<file path="src/rtl/result_writer_pkg.sv">
// Shared constants, FSM state encoding and helpers for the result writer
// and its sibling img2col blocks. Tile dimension must be a power of two:
// tile counts and tile-relative indices are formed by shifts and concatenation.
package result_writer_pkg;

    localparam int S2P_SIZE    = 4;
    localparam int RESULT_SIZE = 32;
    localparam int ADDR_W      = 16;
    localparam int PIX_W       = 12;
    localparam int KN_W        = 8;
    localparam int LOG2_N      = $clog2(S2P_SIZE);

    typedef enum logic [1:0] {
        IDLE  = 2'd0,
        RUN   = 2'd1,
        FLUSH = 2'd2
    } rw_state_e;

    // Number of N-wide tiles covering n pixels: ceil(n / N) via add and shift.
    function automatic logic [PIX_W-1:0] pix_tiles(input logic [PIX_W-1:0] n);
        logic [PIX_W:0] sum_v;
        sum_v = {1'b0, n} + (PIX_W+1)'(S2P_SIZE - 1);
        return PIX_W'(sum_v >> LOG2_N);
    endfunction

    // Number of N-wide tiles covering n kernels: ceil(n / N) via add and shift.
    function automatic logic [KN_W-1:0] kn_tiles(input logic [KN_W-1:0] n);
        logic [KN_W:0] sum_v;
        sum_v = {1'b0, n} + (KN_W+1)'(S2P_SIZE - 1);
        return KN_W'(sum_v >> LOG2_N);
    endfunction

    // Clamp negative (MSB set) results to zero.
    function automatic logic [RESULT_SIZE-1:0] relu_word(input logic [RESULT_SIZE-1:0] d);
        logic [RESULT_SIZE-1:0] r_v;
        if (d[RESULT_SIZE-1]) begin
            r_v = {RESULT_SIZE{1'b0}};
        end else begin
            r_v = d;
        end
        return r_v;
    endfunction

endpackage

</file>
<file path="src/rtl/result_writer_addr_gen.sv">
// result_addr_gen: beat counters (p, k, tt, wt) and incremental address
// generation for the result writer. Channel bases are kept as running sums
// so no multiplier is needed; padded positions are flagged via wr_mask.
module result_addr_gen
    import result_writer_pkg::*;
(
    input  logic              clk,
    input  logic              rst,
    input  logic              load,
    input  logic [PIX_W-1:0]  cfg_out_pixels,
    input  logic [KN_W-1:0]   cfg_kernel_nums,
    input  logic [ADDR_W-1:0] cfg_base_addr,
    input  logic              beat,
    input  logic              tile_start,
    output logic [ADDR_W-1:0] addr,
    output logic              wr_mask,
    output logic              last_beat,
    output logic              misalign
);

    localparam logic [LOG2_N-1:0] P_ZERO = {LOG2_N{1'b0}};
    localparam logic [LOG2_N-1:0] P_ONE  = LOG2_N'(1);
    localparam logic [LOG2_N-1:0] P_MAX  = LOG2_N'(S2P_SIZE - 1);

    logic [LOG2_N-1:0]        p_r, k_r;
    logic [PIX_W-1:0]         tt_r, t_tiles_r, op_r;
    logic [KN_W-1:0]          wt_r, w_tiles_r, kn_r;
    logic [ADDR_W-1:0]        ch_base_r, wt_base_r, step_n_r;

    logic                     resync_s;
    logic [LOG2_N-1:0]        p_eff_s, k_eff_s;
    logic [ADDR_W-1:0]        cb_eff_s;
    logic [PIX_W+LOG2_N-1:0]  pix_s;
    logic [KN_W+LOG2_N-1:0]   kidx_s;
    logic                     p_end_s, k_end_s, tt_end_s, wt_end_s;

    // Effective position of the current beat (a misplaced tile-start snaps it
    // back to pixel 0 / kernel 0 of the current tile) and its address and mask.
    always_comb begin
        resync_s = beat & tile_start & ((p_r != P_ZERO) | (k_r != P_ZERO));
        if (resync_s) begin
            p_eff_s  = P_ZERO;
            k_eff_s  = P_ZERO;
            cb_eff_s = wt_base_r;
        end else begin
            p_eff_s  = p_r;
            k_eff_s  = k_r;
            cb_eff_s = ch_base_r;
        end
        pix_s     = {tt_r, p_eff_s};
        kidx_s    = {wt_r, k_eff_s};
        p_end_s   = (p_eff_s == P_MAX);
        k_end_s   = (k_eff_s == P_MAX);
        tt_end_s  = (tt_r == t_tiles_r - PIX_W'(1));
        wt_end_s  = (wt_r == w_tiles_r - KN_W'(1));
        addr      = cb_eff_s + ADDR_W'(pix_s);
        wr_mask   = (pix_s < {P_ZERO, op_r}) & (kidx_s < {P_ZERO, kn_r});
        last_beat = beat & p_end_s & k_end_s & tt_end_s & wt_end_s;
        misalign  = resync_s;
    end

    // Latch job geometry on load, then step counters and bases on every beat.
    always_ff @(posedge clk) begin
        if (rst) begin
            p_r       <= P_ZERO;
            k_r       <= P_ZERO;
            tt_r      <= {PIX_W{1'b0}};
            wt_r      <= {KN_W{1'b0}};
            op_r      <= {PIX_W{1'b0}};
            kn_r      <= {KN_W{1'b0}};
            t_tiles_r <= {PIX_W{1'b0}};
            w_tiles_r <= {KN_W{1'b0}};
            ch_base_r <= {ADDR_W{1'b0}};
            wt_base_r <= {ADDR_W{1'b0}};
            step_n_r  <= {ADDR_W{1'b0}};
        end else if (load) begin
            p_r       <= P_ZERO;
            k_r       <= P_ZERO;
            tt_r      <= {PIX_W{1'b0}};
            wt_r      <= {KN_W{1'b0}};
            op_r      <= cfg_out_pixels;
            kn_r      <= cfg_kernel_nums;
            t_tiles_r <= pix_tiles(cfg_out_pixels);
            w_tiles_r <= kn_tiles(cfg_kernel_nums);
            ch_base_r <= cfg_base_addr;
            wt_base_r <= cfg_base_addr;
            step_n_r  <= ADDR_W'(cfg_out_pixels) << LOG2_N;
        end else if (beat) begin
            if (!p_end_s) begin
                p_r       <= p_eff_s + P_ONE;
                k_r       <= k_eff_s;
                ch_base_r <= cb_eff_s;
            end else if (!k_end_s) begin
                p_r       <= P_ZERO;
                k_r       <= k_eff_s + P_ONE;
                ch_base_r <= cb_eff_s + ADDR_W'(op_r);
            end else if (!tt_end_s) begin
                p_r       <= P_ZERO;
                k_r       <= P_ZERO;
                tt_r      <= tt_r + PIX_W'(1);
                ch_base_r <= wt_base_r;
            end else begin
                p_r       <= P_ZERO;
                k_r       <= P_ZERO;
                tt_r      <= {PIX_W{1'b0}};
                wt_r      <= wt_r + KN_W'(1);
                wt_base_r <= wt_base_r + step_n_r;
                ch_base_r <= wt_base_r + step_n_r;
            end
        end
    end

endmodule

</file>
<file path="src/rtl/result_writer.sv">
// result_writer: consumes the accumulated result stream, strips tensor and
// kernel padding and writes survivors channel-major into the output SRAM.
// Optional build macro RESULT_WRITER_RELU_EN clamps negative results to zero
// in the output register (same latency).
module result_writer
    import result_writer_pkg::*;
(
    input  logic                   clk,
    input  logic                   rst,
    input  logic                   start,
    input  logic [PIX_W-1:0]       cfg_out_pixels,
    input  logic [KN_W-1:0]        cfg_kernel_nums,
    input  logic [ADDR_W-1:0]      cfg_base_addr,
    input  logic [RESULT_SIZE-1:0] i_result,
    input  logic [3:0]             i_result_valid,
    input  logic                   i_conv_done,
    output logic                   mem_we,
    output logic [ADDR_W-1:0]      mem_addr,
    output logic [RESULT_SIZE-1:0] mem_wdata,
    output logic                   busy,
    output logic                   done,
    output logic                   err
);

    rw_state_e               state_r, state_next_s;
    logic                    start_acc_s, err_set_s, beat_s;
    logic [ADDR_W-1:0]       addr_s;
    logic                    wr_mask_s, last_beat_s, misalign_s;
    logic [RESULT_SIZE-1:0]  wdata_s;
    logic                    mem_we_r, busy_r, done_r, err_r;
    logic [ADDR_W-1:0]       mem_addr_r;
    logic [RESULT_SIZE-1:0]  mem_wdata_r;
    logic                    unused_valid_s;

    assign beat_s         = i_result_valid[1] & (state_r == RUN);
    assign unused_valid_s = i_result_valid[0] ^ i_result_valid[3];

`ifdef RESULT_WRITER_RELU_EN
    assign wdata_s = relu_word(i_result);
`else
    assign wdata_s = i_result;
`endif

    result_addr_gen u_addr_gen (
        .clk             (clk),
        .rst             (rst),
        .load            (start_acc_s),
        .cfg_out_pixels  (cfg_out_pixels),
        .cfg_kernel_nums (cfg_kernel_nums),
        .cfg_base_addr   (cfg_base_addr),
        .beat            (beat_s),
        .tile_start      (i_result_valid[2]),
        .addr            (addr_s),
        .wr_mask         (wr_mask_s),
        .last_beat       (last_beat_s),
        .misalign        (misalign_s)
    );

    // Next-state and protocol-error detection.
    always_comb begin
        state_next_s = state_r;
        start_acc_s  = 1'b0;
        err_set_s    = 1'b0;
        case (state_r)
            IDLE: begin
                if (start) begin
                    start_acc_s  = 1'b1;
                    state_next_s = RUN;
                end else begin
                    state_next_s = IDLE;
                end
                err_set_s = i_result_valid[1];
            end
            RUN: begin
                if (last_beat_s) begin
                    state_next_s = FLUSH;
                end else begin
                    state_next_s = RUN;
                end
                err_set_s = misalign_s | start | (i_conv_done & ~last_beat_s);
            end
            FLUSH: begin
                state_next_s = IDLE;
            end
            default: begin
                state_next_s = IDLE;
            end
        endcase
    end

    // State register.
    always_ff @(posedge clk) begin
        if (rst) begin
            state_r <= IDLE;
        end else begin
            state_r <= state_next_s;
        end
    end

    // Registered SRAM write port, status flags and sticky error.
    always_ff @(posedge clk) begin
        if (rst) begin
            mem_we_r    <= 1'b0;
            mem_addr_r  <= {ADDR_W{1'b0}};
            mem_wdata_r <= {RESULT_SIZE{1'b0}};
            busy_r      <= 1'b0;
            done_r      <= 1'b0;
            err_r       <= 1'b0;
        end else begin
            mem_we_r <= beat_s & wr_mask_s;
            if (beat_s) begin
                mem_addr_r  <= addr_s;
                mem_wdata_r <= wdata_s;
            end
            busy_r <= (state_next_s == RUN);
            done_r <= (state_r == FLUSH);
            if (start_acc_s) begin
                err_r <= 1'b0;
            end else if (err_set_s) begin
                err_r <= 1'b1;
            end
        end
    end

    assign mem_we    = mem_we_r;
    assign mem_addr  = mem_addr_r;
    assign mem_wdata = mem_wdata_r;
    assign busy      = busy_r;
    assign done      = done_r;
    assign err       = err_r;

endmodule
</file>
<file path="config.mk">
export PLATFORM = sky130hd
export DESIGN_NAME = result_writer
export DESIGN_NICKNAME = d
export VERILOG_FILES = /design/src/rtl/result_writer_pkg.sv /design/src/rtl/result_writer_addr_gen.sv /design/src/rtl/result_writer.sv
export SDC_FILE = /design/constraint.sdc
export NUM_CORES = 1
export LEC_CHECK = 0
export CORE_ASPECT_RATIO = 1.75
export CORE_MARGIN = 2
export CORE_UTILIZATION = 32
export DETAILED_ROUTE_END_ITERATION = 8
export MAX_ROUTING_LAYER = met4
export PLACE_DENSITY = 0.52
export RECOVER_POWER = 50
export SYNTH_ARGS = -nofsm -noshare
export SYNTH_HDL_FRONTEND = slang
export SYNTH_SLANG_ARGS = --single-unit
</file>
<file path="constraint.sdc">
create_clock -name clk -period 5.3 [get_ports clk]
set_input_delay 1.325 -clock clk [delete_from_list [all_inputs] [get_ports clk]]
set_output_delay 1.325 -clock clk [all_outputs]
set_load 0.02 [all_outputs]
</file>
### Word-level counts from Yosys, hierarchy flattened

Cells that the tools add are included.

| word-level totals | value |
|---|---|
| output and inout bits | 52 |
| register bits after elaboration | 148 |
| input bits | 76 |
| word-level logic and storage cells | 83 |

| cells by class | value |
|---|---|
| multiplexer cells | 22 |
| reductions and logical operators | 10 |
| order comparisons | 2 |
| $add $sub $neg | 11 |
| bitwise operators | 14 |
| eq/ne operators | 7 |

Operators by type and width:

| cell | number |
|---|---|
| $mux W16 | 10 |
| $add A16 B14 Y16 | 2 |
| $add A16 B12 Y16 | 1 |
| $lt A14 B12 Y1 | 1 |
| $add A12 B2 Y13 const B | 1 |
| $add A12 B1 Y12 const B | 1 |
| $eq A12 B12 Y1 | 1 |
| $mux W12 | 1 |
| $mux W2 | 6 |
| $sub A11 B1 Y12 const B | 1 |
| $and A1 B1 Y1 | 10 |
| $lt A10 B8 Y1 | 1 |
| $reduce_bool A2 Y1 | 5 |
| $add A8 B2 Y9 const B | 1 |
| $add A8 B1 Y8 const B | 1 |
| $eq A8 B8 Y1 | 1 |
| $sub A7 B1 Y8 const B | 1 |
| $eq A2 B2 Y1 const B | 3 |
| $reduce_and A3 Y1 | 2 |
| $add A2 B1 Y2 const B | 2 |
| $eq A2 B1 Y1 const B | 2 |
| $pmux W2 S2 | 1 |
| $reduce_and A4 Y1 | 1 |
| $mux W1 | 3 |
| 5 further kinds | 7 |

### Logic depth before layout (Yosys ltp)

Gate-level depths: netlist of the first run.

| logic depth | value |
|---|---|
| depth after elaboration | 14 |
| depth in mapped cells | 15 |
| depth with buffers taken out | 14 |

### Hierarchy

Synthesis of the first run repeated with hierarchy kept, for this count alone.

| second synthesis, totals | value |
|---|---|
| cells, all modules | 1155 |
| area total of the unflattened synthesis | 9491.6 µm² |

By module, submodules not included:

| module | sequential area each (µm²) | times used | cells an instance | area an instance (µm²) |
|---|---|---|---|---|
| result_addr_gen | 1881.8 | 1 | 925 | 7609.8 |
| result_writer | 1081.0 | 1 | 230 | 1881.8 |

### Least setup slack after synthesis of the first run

OpenSTA, ideal clock, no wires.

| path | value |
|---|---|
| path type | input -> register |
| start point | in i_result_valid[2] |
| end point | reg mem_addr_r[14], in the netlist mem_addr[14] |
| buffers on the path | 1 |
| data required time | 5.214 ns |
| slack | 0.680 ns |
| library setup time | 0.086 ns |
| cell stages on the path | 14 |
| arrival | 4.535 ns |
| cell sequence | nand4b_1 > nor2_1 > clkbuf_1 > mux2_2 > ha_1 > fa_1 > a211oi_1 > o21ai_0 > nand3_1 > a31oi_1 > a21o_1 > a21oi_1 > xor2_1 > a211oi_1 |

| between the ends | value |
|---|---|
| longest elaborated chain between the ends | 4 |
| elaborated cells between the ends (all ways) | 5 |
| those cells by class | 1 x add/sub; 2 x mux; 2 x bitwise |

Ends and longest elaborated chain:

| item | RTL line | RTL |
|---|---|---|
| from (decl) | result_writer.sv:15 | `input logic [3:0] i_result_valid,` |
| $and A1 B1 Y1 (*) (2 in a row) | result_writer_addr_gen.sv:40 | `resync_s = beat & tile_start & ((p_r != P_ZERO) \| (k_r != P_ZERO));` |
| $mux W16 / $mux W2 (equally long branches) | result_writer_addr_gen.sv:41 | `if (resync_s) begin` |
| $add A16 B14 Y16 (*) | result_writer_addr_gen.sv:56 | `addr = cb_eff_s + ADDR_W'(pix_s);` |
| to (signal assigned) | result_writer.sv:104 | `mem_addr_r <= {ADDR_W{1'b0}};` |
| to (signal assigned) | result_writer.sv:112 | `mem_addr_r <= addr_s;` |
| to (decl) | result_writer.sv:31 | `logic [ADDR_W-1:0] mem_addr_r;` |

Mark *: on every way between the ends. The rest lies on a longest branch, timed or not.
A chain may end at the register's enable or synchronous reset.

### Worst setup path after layout of the first run

| path | value |
|---|---|
| start point | in i_result_valid[1] |
| end point | reg mem_addr_r[15], in the netlist mem_addr[15] |

| between the ends | value |
|---|---|
| longest elaborated chain between the ends | 5 |
| elaborated cells between the ends (all ways) | 6 |
| those cells by class | 1 x add/sub; 2 x mux; 3 x bitwise |

Ends and longest elaborated chain:

| item | RTL line | RTL |
|---|---|---|
| $and A1 B1 Y1 (*) | result_writer.sv:35 | `assign beat_s = i_result_valid[1] & (state_r == RUN);` |
| $and A1 B1 Y1 (2 in a row) | result_writer_addr_gen.sv:40 |  |
| $mux W16 / $mux W2 (equally long branches) | result_writer_addr_gen.sv:41 |  |
| $add A16 B14 Y16 | result_writer_addr_gen.sv:56 |  |

Marked as above.

==> results of run 1 <==
-- layer usage --
layer  vias up  part of all wire  global-route usage
met2       165              0.53               0.367
li1       4281                 -                   -
met1      4004              0.39               0.203
met5         -                 0                   -
met4         0             0.048               0.111
met3        56             0.028              0.0279
-- worst max-delay path, cell delays in order --
cell	delay (ns)
dlygate4sd3_1	0.62
nand4b_1	0.15
nor2_1	0.21
buf_12	0.20
mux2_2	0.41
ha_1	0.30
a211oi_1	0.43
o211a_1	0.25
o31ai_1	0.11
buf_4	0.15
o211ai_1	0.31
o21ai_0	0.14
o21ai_0	0.20
xnor2_1	0.16
a21oi_1	0.09
-- state kept, by name, summed over array words and instances, names as in the netlist --
signal	flops
u_addr_gen.wt_r	8
mem_wdata	32
err	1
u_addr_gen.tt_r	12
u_addr_gen.t_tiles_r	11
u_addr_gen.kn_r	8
u_addr_gen.w_tiles_r	7
busy	1
mem_addr	16
u_addr_gen.ch_base_r	16
done	1
u_addr_gen.op_r	12
u_addr_gen.p_r	2
u_addr_gen.k_r	2
state_r	2
mem_we	1
u_addr_gen.wt_base_r	16
-- worst paths after layout --
| path | startpoint | end | slack (ns) | depth (start not counted) |
|---|---|---|---|---|
| max reg2reg | state_r[0]$_SDFF_PP0_ | mem_addr[15]$_SDFFE_PP0N_ | 1.53 | 14 |
| min | mem_addr[5]$_SDFFE_PP0N_ | mem_addr[5]$_SDFFE_PP0N_ | 0.45 | 2 |
| min reg2reg | mem_addr[5]$_SDFFE_PP0N_ | mem_addr[5]$_SDFFE_PP0N_ | 0.45 | 2 |
| max | i_result_valid[1] | mem_addr[15]$_SDFFE_PP0N_ | 0.48 | 15 |
-- stage by stage --
stage                     total power, uW  instances  utilization  hold WS (ns)  instance area (sq um)
after floorplan                      1540       1150            -         0.436                   9220
after detailed placement             1730       1611        0.379         0.446                  10800
final                                2930       1641        0.399         0.449                  11400
after global placement               1730       1611        0.379         0.439                  10800
after global routing                 3060       1641        0.399         0.469                  11400
after CTS                            2970       1641        0.399         0.454                  11400
-- logic make-up (layout without fill, tap and decap cells) --
family | after synthesis | in the layout
mux | 40 | 40
simple gates | 418 | 418
compound gates | 291 | 291
flops | 148 | 148
buf+inv | 103 | 216
fa+ha+maj | 65 | 65
xor+xnor | 85 | 85
-- area by class of cell --
cell class                 count  area (sq um)  share of cell area
inverter                      42           158              0.0139
multi-input combinational    899          5810               0.511
tap                          378           473              0.0416
clock inverter                11           125              0.0110
sequential                   148          2960               0.261
timing repair buffer         144          1390               0.122
clock buffer                  19           453              0.0398
-- synth_stat cells, drive strengths merged, types with 9 or more instances --
cell type	count	area share
o211ai	11	0.0090
and2	11	0.0076
o21a	9	0.0073
nand4	13	0.0088
dfxtp	148	0.32
clkbuf	42	0.017
inv	42	0.017
and3	9	0.0061
mux2i	22	0.024
xor2	38	0.036
buf	17	0.012
mux2	18	0.022
nand3	21	0.011
a211oi	46	0.039
ha	62	0.084
a21o	11	0.0090
nor2	113	0.046
xnor2	46	0.044
a22oi	12	0.0098
nand2	174	0.071
a21oi	102	0.056
o21ai	42	0.023
nor3	27	0.015
-- power by group through the flow --
stage	registers [uW]	clock network, uW	logic [uW]
finish	1210	1230	481
global route	1220	1310	534
CTS	1220	1270	492
detailed placement	1240	0	490
global placement	1240	0	487
floorplan	1240	0	298
==> flow_summary.toml, run 1 <==
[outcome]
status = "finished with violations"
failed_checks = "max-capacitance violations, max-slew violations"

[synthesis]
post_synth_instance_area_sq_um = 9220
postSynth.asyncResetShare = 0
synth_top_family_by_area = "compound AO/OA/AOI/OAI gates"
yosys.cell_types.count = 74
synthesized_area_fraction_occupied_by_xor_and_xnor_cells = 0.0822
number_of_enable_type_register_cells_in_the_synthesized_netlist = 0
yosys_register_bits = 148
synth-main-ff-cell = "dfxtp_1"
synth_compound_area_frac = 0.207
synth_simple_gate_area_share = 0.204
synthMuxAreaShare = 0.0459
yosys_warnings = 0
post_synth_inst_count = 1150
post_synth.cell_area_avg_sq_um = 8.02
synth.net_count = 1291
yosys.area_share.adder = 0.0907
seq_area_frac_synth = 0.321

[global_route]
grt_antenna_before_repair = 0
grt_pass1_wl_um = 45700
all_layer_global_routing_usage = 0.200
grt_start_max_net_pins = 58
globalRoute.totalOverflow = 0
via_count_of_the_first_global_routing_pass = 8621

[cts]
tritoncts = "built"
latest_clock_arrival_within_the_worst_skew_pair_ns = 0.45
post_cts_resized = 0
post_cts_buffers = 0
htreeDepth = 4
worst_setup_hold_path_clk_slew_ns = 0.07
clk_path_buf_depth = 2
cts_inserted_buffers = 17
cts.sinks = 148
cts.hold.buffers_added = 0
root_buffer = "clkbuf_16"

[cells_and_area]
number_of_antenna_diodes = 0
most_common_library_cell_in_the_layout_ignoring_fill_and_taps = "nand2_1"
num-nets-final = 1393
area_growth_syn_to_layout_pct = 23.3
final_cell_mix = "nand2_1, dfxtp_1, nor2_1"
fillerInstances = 3071
post_route_cells_drive_above_1_share = 0.0618

[route]
number_of_nets_still_failing_antenna_checks_after_routing = 0
drt_iter0_drc = 378
drt_drc_violations_left = 0
detail_route.first_pass.iterations = 5
route.detailed.vias_per_inst = 5.18
route.final.wire_length_um = 29000
routedWlPerCell_um = 17.7
route.vias.total = 8506

[critical_path]
critical_path_class = "input pin to flip-flop"
crit_fanout = 17
cp-end-kind = "flip-flop"
timing.critical_path.from_type = "input pin"
worst_endpoint_data_arrival_time_ns = 5.08
worst-endpoint-required_ns = 5.56

[power]
p_leak_uw = 0.00442
clkPwrFrac = 0.421
irDropWorstVdd_v = 0.000211
cellInternalPower_uw = 2090
total_switching_power_uw = 835
sequentialPowerShare = 0.415
p_sw_frac = 0.285
share_comb_of_total_power = 0.164
powerDensity_nw_per_um2 = 257

[sta]
setup_viol = 0
postLayoutSetupSlackWorst_ns = 0.476
timing.slew.headroom = -0.211
timing.final.hold_violations = 0
setup_repair_after_global_routing_missed_its_margin = "no"
drv_slew = 117
clock.fmax_mhz = 207
setup_tns_ns = 0
final_period_minus_worst_setup_slack_ns = 4.82
skew_ns = 0.0141
worst_max_slew_pin_slew_ns = 1.82
period_utilisation_layout = 0.910

[floorplanning]
die_y_um = 229
placeable_core_area_sq_um = 28500
die_w_um = 132
top_level_ports = 128
floorplan.initialDensity = 0.323
rows = 82
die_area_sq_um = 30200

[run]
drv_cap = 3

[worst_hold_path]
class_of_the_tightest_hold_or_removal_check = "flip-flop to flip-flop"

[place]
gp_congestion = 0.916
number_of_port_buffers = 125
dpl_worst_slack_ns = 0.164
place.detailed.hpwl_um = 21900
No activity file was read; power rests on OpenSTA's default activity.
==> run 2, diff against run 1 <==
Settings changed: SLEW_MARGIN set to 20.
==> results of run 2 <==
The final DEF is identical to that of run 1; final timing and power are the same.
==> run 3, diff against run 2 <==
Clock period 5.3 ns to 5.9 ns, I/O delays scaled along.
==> run 3 against run 2 <==
Net effect: the flow still finishes with violations (max-capacitance violations, max-slew violations); via count grew 0.99%; worst hold slack is essentially flat; sequential share of layout area shrank 0.097 points; critical path depth shrank 8; register-to-register slack gained 0.35 ns; flip-flop and latch count is the same; worst setup slack gained 0.35 ns; critical path type unchanged; sequential power shrank 9.9%; highest routed layer unchanged; final cell count shrank 0.12%; clock skew is essentially flat; largest power group unchanged; cell area grew 0.37%.
==> flow_summary.toml, run 3 (synthesis gave the netlist of run 1 again) <==
[sta]
setup_viol = 0
setup_tns_ns = 0
clock.fmax_mhz = 197
setup_repair_after_global_routing_missed_its_margin = "no"
timing.final.hold_violations = 0
skew_ns = 0.0141
final_period_minus_worst_setup_slack_ns = 5.07
timing.slew.headroom = -1.03
period_utilisation_layout = 0.860
drv_slew = 115
worst_max_slew_pin_slew_ns = 3.05
postLayoutSetupSlackWorst_ns = 0.826

[critical_path]
timing.critical_path.from_type = "input pin"
cp-end-kind = "flip-flop"
crit_fanout = 62
critPathMaxStageDelay_ns = 2.14
rr_startpoint = "state_r[1]$_SDFF_PP0_"
critical_path.reg2reg.endpoint = "u_addr_gen.ch_base_r[8]$_SDFFE_PP0N_"
timing.critical_path.max_delay_family = "buffers and inverters"
worstRegToRegCells = 7
worst_endpoint_data_arrival_time_ns = 5.41
worst-endpoint-required_ns = 6.24
regToRegSetupSlack_ns = 1.88
critical_path_class = "input pin to flip-flop"
crit_path_cell_trace = "dlygate4sd3_1 > and2_2 > clkbuf_1 > a22oi_1 > o211ai_1 > a21oi_1 > a211oi_1"
cpMaxStageDelayCell = "clkbuf_1"
cp.buffers_inverters = 2

[place]
gp_congestion = 0.930
number_of_port_buffers = 125
dpl_worst_slack_ns = 0.560
place.detailed.hpwl_um = 21500

[cells_and_area]
final_core_area_utilization = 0.400
post_route_cells_drive_above_1_share = 0.0619
final_cell_mix = "nand2_1, dfxtp_1, nor2_1"
largest_reg_flops = 32
most_common_library_cell_in_the_layout_ignoring_fill_and_taps = "nand2_1"
number_of_antenna_diodes = 0
fillerInstances = 3024
area_growth_syn_to_layout_pct = 23.8
num-nets-final = 1389

[route]
route.vias.total = 8590
route.final.wire_length_um = 29100
number_of_nets_still_failing_antenna_checks_after_routing = 0
detail_route.first_pass.iterations = 5
route.detailed.vias_per_inst = 5.24
drt_iter0_drc = 513
routedWlPerCell_um = 17.7
drt_drc_violations_left = 0

[cts]
tritoncts = "built"
cts.hold.buffers_added = 0
root_buffer = "clkbuf_16"
worst_setup_hold_path_clk_slew_ns = 0.06
post_cts_buffers = 0
htreeDepth = 4
cts_inserted_buffers = 17
clk_path_buf_depth = 2
latest_clock_arrival_within_the_worst_skew_pair_ns = 0.44
cts.sinks = 148
post_cts_resized = 0

[power]
p_sw_frac = 0.278
sequentialPowerShare = 0.401
clkPwrFrac = 0.440
powerDensity_nw_per_um2 = 238
p_leak_uw = 0.00443
irDropWorstVdd_v = 0.000206
cellInternalPower_uw = 1960
total_switching_power_uw = 758
share_comb_of_total_power = 0.159

[worst_hold_path]
class_of_the_tightest_hold_or_removal_check = "flip-flop to flip-flop"
whs_path_depth = 2
min_from = "mem_addr[8]$_SDFFE_PP0N_"
worstHoldEndpoint = "mem_addr[8]$_SDFFE_PP0N_"

[global_route]
grt_pass1_wl_um = 45800
via_count_of_the_first_global_routing_pass = 8332
grt_start_max_net_pins = 77
globalRoute.totalOverflow = 0
grt_antenna_before_repair = 0
all_layer_global_routing_usage = 0.200

[floorplanning]
rows = 82
floorplan.initialDensity = 0.323
placeable_core_area_sq_um = 28500
die_area_sq_um = 30200
top_level_ports = 128
die_y_um = 229
die_w_um = 132

[outcome]
failed_checks = "max-capacitance violations, max-slew violations"
status = "finished with violations"

[run]
drv_cap = 2
-- run 3: area by class of cell --
type	instances	area, sq um	share of cell area
Multi-Input combinational cell	899	5820	0.510
Timing Repair Buffer	140	1370	0.120
Sequential cell	148	2960	0.260
Clock buffer	19	443	0.0388
Tap cell	378	473	0.0414
Clock inverter	13	195	0.0171
Inverter	42	158	0.0138
-- run 3: metrics by stage --
stage | hold slack [ns] | instances | power [uW] | instance area [sq um]
after floorplan | 0.436 | 1150 | 1380 | 9220
after global placement | 0.441 | 1607 | 1550 | 10800
after detailed placement | 0.446 | 1607 | 1550 | 10800
after CTS | 0.455 | 1639 | 2770 | 11400
after global routing | 0.468 | 1639 | 2850 | 11400
final | 0.448 | 1639 | 2720 | 11400
-- run 3: power groups by stage --
stage                     registers, uW  logic [uW]  clock network [uW]
after floorplan                    1110         268                   0
after CTS                          1090         442                1230
after global placement             1110         436                   0
final                              1090         432                1200
after global routing               1100         481                1270
after detailed placement           1110         439                   0
-- run 3: worst max-delay path by stage --
stage / endpoint / slack, ns / startpoint / cells after the start
6_report: u_addr_gen.ch_base_r[8]$_SDFFE_PP0N_ / 0.83 / start / 7
5_1_grt: u_addr_gen.ch_base_r[9]$_SDFFE_PP0N_ / 0.50 / start / 7
4_1_cts: mem_addr[14]$_SDFFE_PP0N_ / 1.04 / i_result_valid[1] / 15
3_5_place_dp: mem_addr[14]$_SDFFE_PP0N_ / 0.56 / i_result_valid[1] / 15
3_3_place_gp: mem_addr[14]$_SDFFE_PP0N_ / 0.54 / i_result_valid[1] / 15
2_1_floorplan: mem_addr[14]$_SDFFE_PP0N_ / 1.13 / i_result_valid[2] / 14
-- run 3: layer usage --
layer	GRT usage	wire (um)
met2	0.366	15600
met4	0.0917	1080
met1	0.211	11300
met5	-	0
met3	0.0279	1050
-- run 3: worst reg2reg max path, cell delays in order (launching register included) --
cell and delay (ns):
dfxtp_1 0.38, nor2_1 0.20, and2_2 0.19, clkbuf_1 2.14, a22oi_1 0.46, o211ai_1 0.23, a21oi_1 0.06, a211oi_1 0.26
